`src/rtl/irq_sequencer_if.sv`:
```
// Interrupt path bundle between the core/PC unit and irq_sequencer.
// Latency: n/a (wires only). Backpressure: none; enable_int paces redirect and return.
interface irq_sequencer_if #(
    parameter int NIRQ = 8,
    parameter int IDW  = 3
);
    logic [NIRQ-1:0] irq_in;
    logic            enable_int;
    logic [31:0]     pc_next;
    logic            retirq;
    logic            cfg_we;
    logic [1:0]      cfg_sel;
    logic [31:0]     cfg_wdata;
    logic [31:0]     cfg_rdata;
    logic            irr;
    logic [31:0]     irr_dest;
    logic [31:0]     irr_ret;
    logic            in_service;
    logic [IDW-1:0]  irq_id;

    modport slave (
        input  irq_in, enable_int, pc_next, retirq, cfg_we, cfg_sel, cfg_wdata,
        output cfg_rdata, irr, irr_dest, irr_ret, in_service, irq_id
    );

    modport master (
        output irq_in, enable_int, pc_next, retirq, cfg_we, cfg_sel, cfg_wdata,
        input  cfg_rdata, irr, irr_dest, irr_ret, in_service, irq_id
    );
endinterface

```
`src/rtl/irq_sequencer.sv`:
```
// Single-level interrupt sequencer: edge capture, mask, fixed priority, redirect/return to the PC unit.
// Latency: irq edge pends at edge N, irr asserts at N+1; redirect on first enable_int from then on.
// Backpressure: request holds in REQ until enable_int retires an instruction; new edges keep pending.
module irq_sequencer #(
    parameter int NIRQ = 8,
    parameter int IDW  = 3
) (
    input  logic            clk,
    input  logic            rst,
    irq_sequencer_if.slave  bus
);

    typedef enum logic [1:0] {
        IDLE    = 2'd0,
        REQ     = 2'd1,
        SERVICE = 2'd2
    } state_t;

    state_t          state_q, state_d;
    logic [NIRQ-1:0] prev_q, prev_d;
    logic [NIRQ-1:0] pend_q, pend_d;
    logic [NIRQ-1:0] mask_q, mask_d;
    logic [31:0]     vbase_q, vbase_d;
    logic            gie_q, gie_d;
    logic [IDW-1:0]  irq_id_q, irq_id_d;
    logic [31:0]     irr_ret_q, irr_ret_d;
    logic            irr_q, irr_d;
    logic            in_svc_q, in_svc_d;

    logic [NIRQ-1:0] elig;
    logic [NIRQ-1:0] clr_w1c;
    logic [NIRQ-1:0] take_clr;
    logic [IDW-1:0]  win_idx;
    logic            take;
    logic [31:0]     rdata;

    always_comb begin
        mask_d  = mask_q;
        vbase_d = vbase_q;
        gie_d   = gie_q;
        clr_w1c = '0;
        if (bus.cfg_we) begin
            case (bus.cfg_sel)
                2'd0:    mask_d  = bus.cfg_wdata[NIRQ-1:0];
                2'd1:    vbase_d = {bus.cfg_wdata[31:2], 2'b00};
                2'd2:    clr_w1c = bus.cfg_wdata[NIRQ-1:0];
                default: gie_d   = bus.cfg_wdata[0];
            endcase
        end
    end

    // Descending scan so the lowest eligible index is the last to win.
    always_comb begin
        elig    = pend_q & mask_q;
        win_idx = '0;
        for (int i = NIRQ - 1; i >= 0; i--) begin
            if (elig[i]) win_idx = IDW'(i);
        end
    end

    always_comb begin
        state_d   = state_q;
        irq_id_d  = irq_id_q;
        irr_ret_d = irr_ret_q;
        take      = 1'b0;
        case (state_q)
            IDLE: begin
                if (gie_q && (|elig)) begin
                    state_d  = REQ;
                    irq_id_d = win_idx;
                end
            end
            REQ: begin
                // irr was visible this cycle, so a retire wins over a same-edge withdraw.
                if (bus.enable_int) begin
                    take      = 1'b1;
                    irr_ret_d = bus.pc_next;
                    state_d   = SERVICE;
                end else if (!gie_d || !mask_d[irq_id_q]) begin
                    state_d = IDLE;
                end
            end
            SERVICE: begin
                if (bus.enable_int && bus.retirq) state_d = IDLE;
            end
            default: state_d = IDLE;
        endcase
        irr_d    = (state_d == REQ);
        in_svc_d = (state_d == SERVICE);
    end

    // Fresh rising edges override both clear sources in the same cycle.
    always_comb begin
        take_clr = '0;
        if (take) take_clr[irq_id_q] = 1'b1;
        prev_d = bus.irq_in;
        pend_d = (pend_q & ~clr_w1c & ~take_clr) | (bus.irq_in & ~prev_q);
    end

    always_ff @(posedge clk or negedge rst) begin
        if (!rst) begin
            state_q   <= IDLE;
            prev_q    <= '0;
            pend_q    <= '0;
            mask_q    <= '0;
            vbase_q   <= '0;
            gie_q     <= 1'b0;
            irq_id_q  <= '0;
            irr_ret_q <= '0;
            irr_q     <= 1'b0;
            in_svc_q  <= 1'b0;
        end else begin
            state_q   <= state_d;
            prev_q    <= prev_d;
            pend_q    <= pend_d;
            mask_q    <= mask_d;
            vbase_q   <= vbase_d;
            gie_q     <= gie_d;
            irq_id_q  <= irq_id_d;
            irr_ret_q <= irr_ret_d;
            irr_q     <= irr_d;
            in_svc_q  <= in_svc_d;
        end
    end

    always_comb begin
        rdata = '0;
        case (bus.cfg_sel)
            2'd0:    rdata[NIRQ-1:0] = mask_q;
            2'd1:    rdata = vbase_q;
            2'd2:    rdata[NIRQ-1:0] = pend_q;
            default: rdata[0] = gie_q;
        endcase
    end

    assign bus.cfg_rdata  = rdata;
    assign bus.irr        = irr_q;
    assign bus.in_service = in_svc_q;
    assign bus.irq_id     = irq_id_q;
    assign bus.irr_ret    = irr_ret_q;
    assign bus.irr_dest   = vbase_q + {{(32 - IDW - 2){1'b0}}, irq_id_q, 2'b00};

endmodule

```
`src/flat_wrapper.sv`:
```
// flat-port wrapper written by rule: the top's interface ports become plain ports
module irq_sequencer_flat 
#(
    parameter int NIRQ = 8,
    parameter int IDW  = 3
)
  (clk, rst, bus_irq_in, bus_enable_int, bus_pc_next, bus_retirq, bus_cfg_we, bus_cfg_sel, bus_cfg_wdata, bus_cfg_rdata, bus_irr, bus_irr_dest, bus_irr_ret, bus_in_service, bus_irq_id);
  irq_sequencer_if #(.NIRQ(NIRQ), .IDW(IDW)) bus_i ();
  input  logic clk;
  input  logic rst;
  input wire logic [$bits(bus_i.irq_in)-1:0] bus_irq_in;
  input wire logic [$bits(bus_i.enable_int)-1:0] bus_enable_int;
  input wire logic [$bits(bus_i.pc_next)-1:0] bus_pc_next;
  input wire logic [$bits(bus_i.retirq)-1:0] bus_retirq;
  input wire logic [$bits(bus_i.cfg_we)-1:0] bus_cfg_we;
  input wire logic [$bits(bus_i.cfg_sel)-1:0] bus_cfg_sel;
  input wire logic [$bits(bus_i.cfg_wdata)-1:0] bus_cfg_wdata;
  output wire logic [$bits(bus_i.cfg_rdata)-1:0] bus_cfg_rdata;
  output wire logic [$bits(bus_i.irr)-1:0] bus_irr;
  output wire logic [$bits(bus_i.irr_dest)-1:0] bus_irr_dest;
  output wire logic [$bits(bus_i.irr_ret)-1:0] bus_irr_ret;
  output wire logic [$bits(bus_i.in_service)-1:0] bus_in_service;
  output wire logic [$bits(bus_i.irq_id)-1:0] bus_irq_id;
  assign bus_i.irq_in = bus_irq_in;
  assign bus_i.enable_int = bus_enable_int;
  assign bus_i.pc_next = bus_pc_next;
  assign bus_i.retirq = bus_retirq;
  assign bus_i.cfg_we = bus_cfg_we;
  assign bus_i.cfg_sel = bus_cfg_sel;
  assign bus_i.cfg_wdata = bus_cfg_wdata;
  assign bus_cfg_rdata = bus_i.cfg_rdata;
  assign bus_irr = bus_i.irr;
  assign bus_irr_dest = bus_i.irr_dest;
  assign bus_irr_ret = bus_i.irr_ret;
  assign bus_in_service = bus_i.in_service;
  assign bus_irq_id = bus_i.irq_id;
  irq_sequencer #(.NIRQ(NIRQ), .IDW(IDW)) u_core (.clk(clk), .rst(rst), .bus(bus_i));
endmodule
```
`config.mk`:
```
export PLATFORM = sky130hd
export DESIGN_NAME = irq_sequencer_flat
export DESIGN_NICKNAME = d
export VERILOG_FILES = /design/src/rtl/irq_sequencer_if.sv /design/src/rtl/irq_sequencer.sv /design/src/flat_wrapper.sv
export SDC_FILE = /design/constraint.sdc
export NUM_CORES = 1
export LEC_CHECK = 0
export ABC_CLOCK_PERIOD_IN_PS = 3100
export CORE_MARGIN = 5
export CORE_UTILIZATION = 44
export CTS_CLUSTER_SIZE = 14
export DETAILED_ROUTE_END_ITERATION = 10
export PLACE_DENSITY = 0.77
export SLEW_MARGIN = 15
export SYNTH_ARGS = -nofsm -noshare
export SYNTH_HDL_FRONTEND = slang
export SYNTH_SLANG_ARGS = --single-unit
```
`constraint.sdc`:
```
create_clock -name clk -period 3.1 [get_ports clk]
set_input_delay 0.465 -clock clk [delete_from_list [all_inputs] [get_ports clk]]
set_output_delay 0.465 -clock clk [all_outputs]
set_load 0.1 [all_outputs]
```
==> reports/qor.txt <==
Crit Path Category = flop to primary output
H-tree depth = 3
Post-synthesis sequential area ratio = 0.504
Compound-Gate Fraction of Synth Area = 0.0611
Fin. Hold Viols = 0
Post-synthesis xor/xnor area fraction = 0.0525
CP required = 2.63 ns
Static leakage = 3.56 nW
Global-route wire length before repair = 22800 um
# diodes = 0
Total of max-cap violations = 0
Clock-pin slew on the worst setup and hold paths = 0.09 ns
1st-iter DRT viols = 193
Initial Utilization = 0.452
HP Class = input port to async pin
Later-pin clock latency in the skew report = 0.37 ns
Relative slew slack = 0.502
DR vias = 4244
Clock buffer depth = 2
GP Congestion = 0.893
FF-to-FF setup slack = 1.42 ns
Least-Margin Pin Slew = 0.747 ns
Status = complete, no violations
Row count = 37
DR WL/cell = 17.6 um
Fin crit share = 0.988
Post-route antenna net violation count = 0
Crit Reg-Reg Startpoint = u_core.bus.irq_id[0]$_DFFE_PN0P_
# hold bufs at CTS = 0
Gr ovfl total = 0
Area Overhead vs Synth = 68.3%
Synth Area in Adders = 0.0123
IO Port Bufs = 177
DR DRC count = 0
Worst Reg2Reg Path Length in Cells = 6
Drt via density = 5.29
Combinational power share = 0.643
Pins Over Slew Limit = 0
FMAX = 0.326 GHz
Internal = 3.51 mW
Post-synthesis simple-gate area fraction = 0.216
Antenna violations before repair = 0
Endpoints failing setup = 0
#FFs+latches synth = 94
Clk sinks = 94
Place WS = 0.201 ns
Worst EP arrival = 2.60 ns
Synth Instances = 477
Mux cell area share after synthesis = 0.120
CP max FO = 4
Nets = 746
DRT Pass-1 Iters = 5
Final setup margin = 0.0361 ns
Layout cells sized above 1 = 0.334
Synthesized area = 4670 sq um
Final WL = 14100 um
CTS tree = built
Clock Power Share = 0.114
DP HPWL = 11200 um
Root Buffer Master = clkbuf_8
Main combinational cell family by area after synthesis = simple AND/OR/NAND/NOR gates
Pin count of the biggest net entering global routing = 59
Worst setup EP type = primary output
# IOs = 180
Die Y = 113 um
Number of global-route vias before repair = 4312
Die area = 12800 sq um
R2r endpoint = u_core.state_q[0]$_DFF_PN0_
Final setup skew = 0.0145 ns
Power Dens Cells = 1030 nW/um^2
Avg Cell Area, Syn = 9.79 sq um
Minimum clock period = 3.06 ns
Worst vdd ir = 1.03 mV
Crit start category = flop
Synth Warn # = 0
Core area = 10300 sq um
Part of the power in registers = 0.243
TNS Setup = 0 ns
Count of cell types in the netlist = 43
Num CTS Buffers = 9
Switching pwr = 4.56 mW
Crit path launch = u_core.vbase_q[2]$_DFFE_PN0P_
Die Wd = 113 um
RSZ-0062 raised after global routing = true
Sw Ratio = 0.565
Total Routing Usage GR = 0.224
-- Yosys cell counts (all sizes together) --
library cell / n / area [sq um]
and3: 6 / 37.5
nor3b: 3 / 33.8
nand2: 140 / 526
ha: 3 / 37.5
fa: 1 / 20.0
mux2: 40 / 454
inv: 15 / 56.3
o41ai: 2 / 17.5
o21bai: 1 / 7.51
nor4: 2 / 18.8
mux4: 1 / 26.3
o211ai: 1 / 7.51
nor2b: 2 / 12.5
dfrtp: 94 / 2350
buf: 7 / 40.0
nand3: 13 / 65.1
nand4: 10 / 62.6
a32oi: 1 / 8.76
conb: 1 / 3.75
nor3: 3 / 15.0
nand3b: 2 / 15.0
a22oi: 4 / 30.0
o21ai: 19 / 95.1
xor2: 7 / 61.3
o22ai: 3 / 18.8
nor2: 7 / 26.3
o311ai: 4 / 35.0
clkbuf: 16 / 60.1
and3b: 1 / 8.76
and4: 2 / 17.5
a21oi: 6 / 30.0
o211a: 1 / 10.0
o21a: 1 / 7.51
or3: 1 / 6.26
mux2i: 8 / 80.1
a22o: 2 / 17.5
xnor2: 21 / 184
and2: 26 / 163
-- repair_timing --
item / CTS / global route
setup buffers: 2 / 2
pin swaps: 1 / 6
resized for setup: 4 / 11
endpoints found under the setup margin: 12 / 4
hold endpoints to repair: 0 / 0
-- area by class of cell --
class                      count  area (sq um)
tap                          136           170
fill                         651          2460
sequential                    94          2370
timing repair buffer         197          2400
multi-input combinational    346          2650
clock inverter                 5          83.8
clock buffer                  10           138
inverter                      15          56.3
-- worst max-delay path: stages, from the launching register on --
cell and delay [ns]:
dfrtp_1 0.42, ha_4 0.16, inv_2 0.04, fa_2 0.43, nor2b_4 0.14, o211a_4 0.21, buf_4 0.14, and4_1 0.22
nand2_2 0.11, xnor2_4 0.17, buf_12 0.19
-- power by group through the flow --
stage | sequential, mW | clock [mW] | combinational (mW)
2_1_floorplan | 3.52 | 0 | 2.19
3_3_place_gp | 1.98 | 0 | 5.08
3_5_place_dp | 2.00 | 0 | 5.15
4_1_cts | 1.96 | 0.934 | 5.20
5_1_grt | 2.02 | 0.990 | 5.38
6_report | 1.97 | 0.919 | 5.19
-- metal layers --
layer	global-route usage	routed length, um	vias up
met5	0	0	-
met4	0.0705	331	0
met3	0.0631	1120	28
met2	0.367	6850	194
met1	0.290	5840	2060
li1	-	-	1962
-- per-stage QoR --
stage	hold slack [ns]	std cells	cell area, sq um	total power [mW]	util
global placement	0.404	784	7570	7.07	0.733
detailed placement	0.409	784	7570	7.14	0.733
global route	0.208	803	7860	8.39	0.761
floorplan	0.169	478	5130	5.70	-
CTS	0.170	801	7810	8.09	0.757
finish	0.152	803	7860	8.08	0.761
-- state kept, by name (all words and copies together) (netlist names) --
signal / flops
u_core.bus.irr_ret: 32
u_core.vbase_q: 30
u_core.mask_q: 8
u_core.pend_q: 8
u_core.prev_q: 8
u_core.bus.irq_id: 3
u_core.state_q: 2
u_core.bus.in_service: 1
u_core.bus.irr: 1
u_core.gie_q: 1
-- layout by cell type, fill, tap and decap left out, drive strengths merged, types with 4 or more instances in the layout --
cell type / instances
mux2: 40
clkbuf: 10
a21oi: 6
buf: 120
nand3: 13
nor2: 7
xor2: 7
and3: 6
a22oi: 4
nand2: 140
xnor2: 21
dfrtp: 94
and2: 26
clkdlybuf4s50: 77
mux2i: 8
inv: 15
o21ai: 19
nand4: 10
o311ai: 4
-- how the worst max path moves through the flow --
stage	end	slack, ns	cells after the start
after detailed placement	bus_irr_dest[14]	0.20	9
after floorplan	bus_irr_dest[14]	-0.08	8
after CTS	bus_irr_dest[14]	0.03	8
after global placement	bus_irr_dest[14]	0.26	9
after global routing	bus_irr_dest[14]	-0.08	9
final	bus_irr_dest[28]	0.04	10
-- logic make-up (layout without fill, tap and decap cells) --
group | count (synthesis) | in the layout
adder cells (fa/ha/maj) | 4 | 4
flip-flops | 94 | 94
other | 1 | 2
XOR/XNOR | 28 | 28
buffers and inverters | 38 | 227
AO/OA/AOI/OAI | 45 | 45
multiplexers | 49 | 49
AND/OR/NAND/NOR | 218 | 218
(Power assumes the default switching activity.)
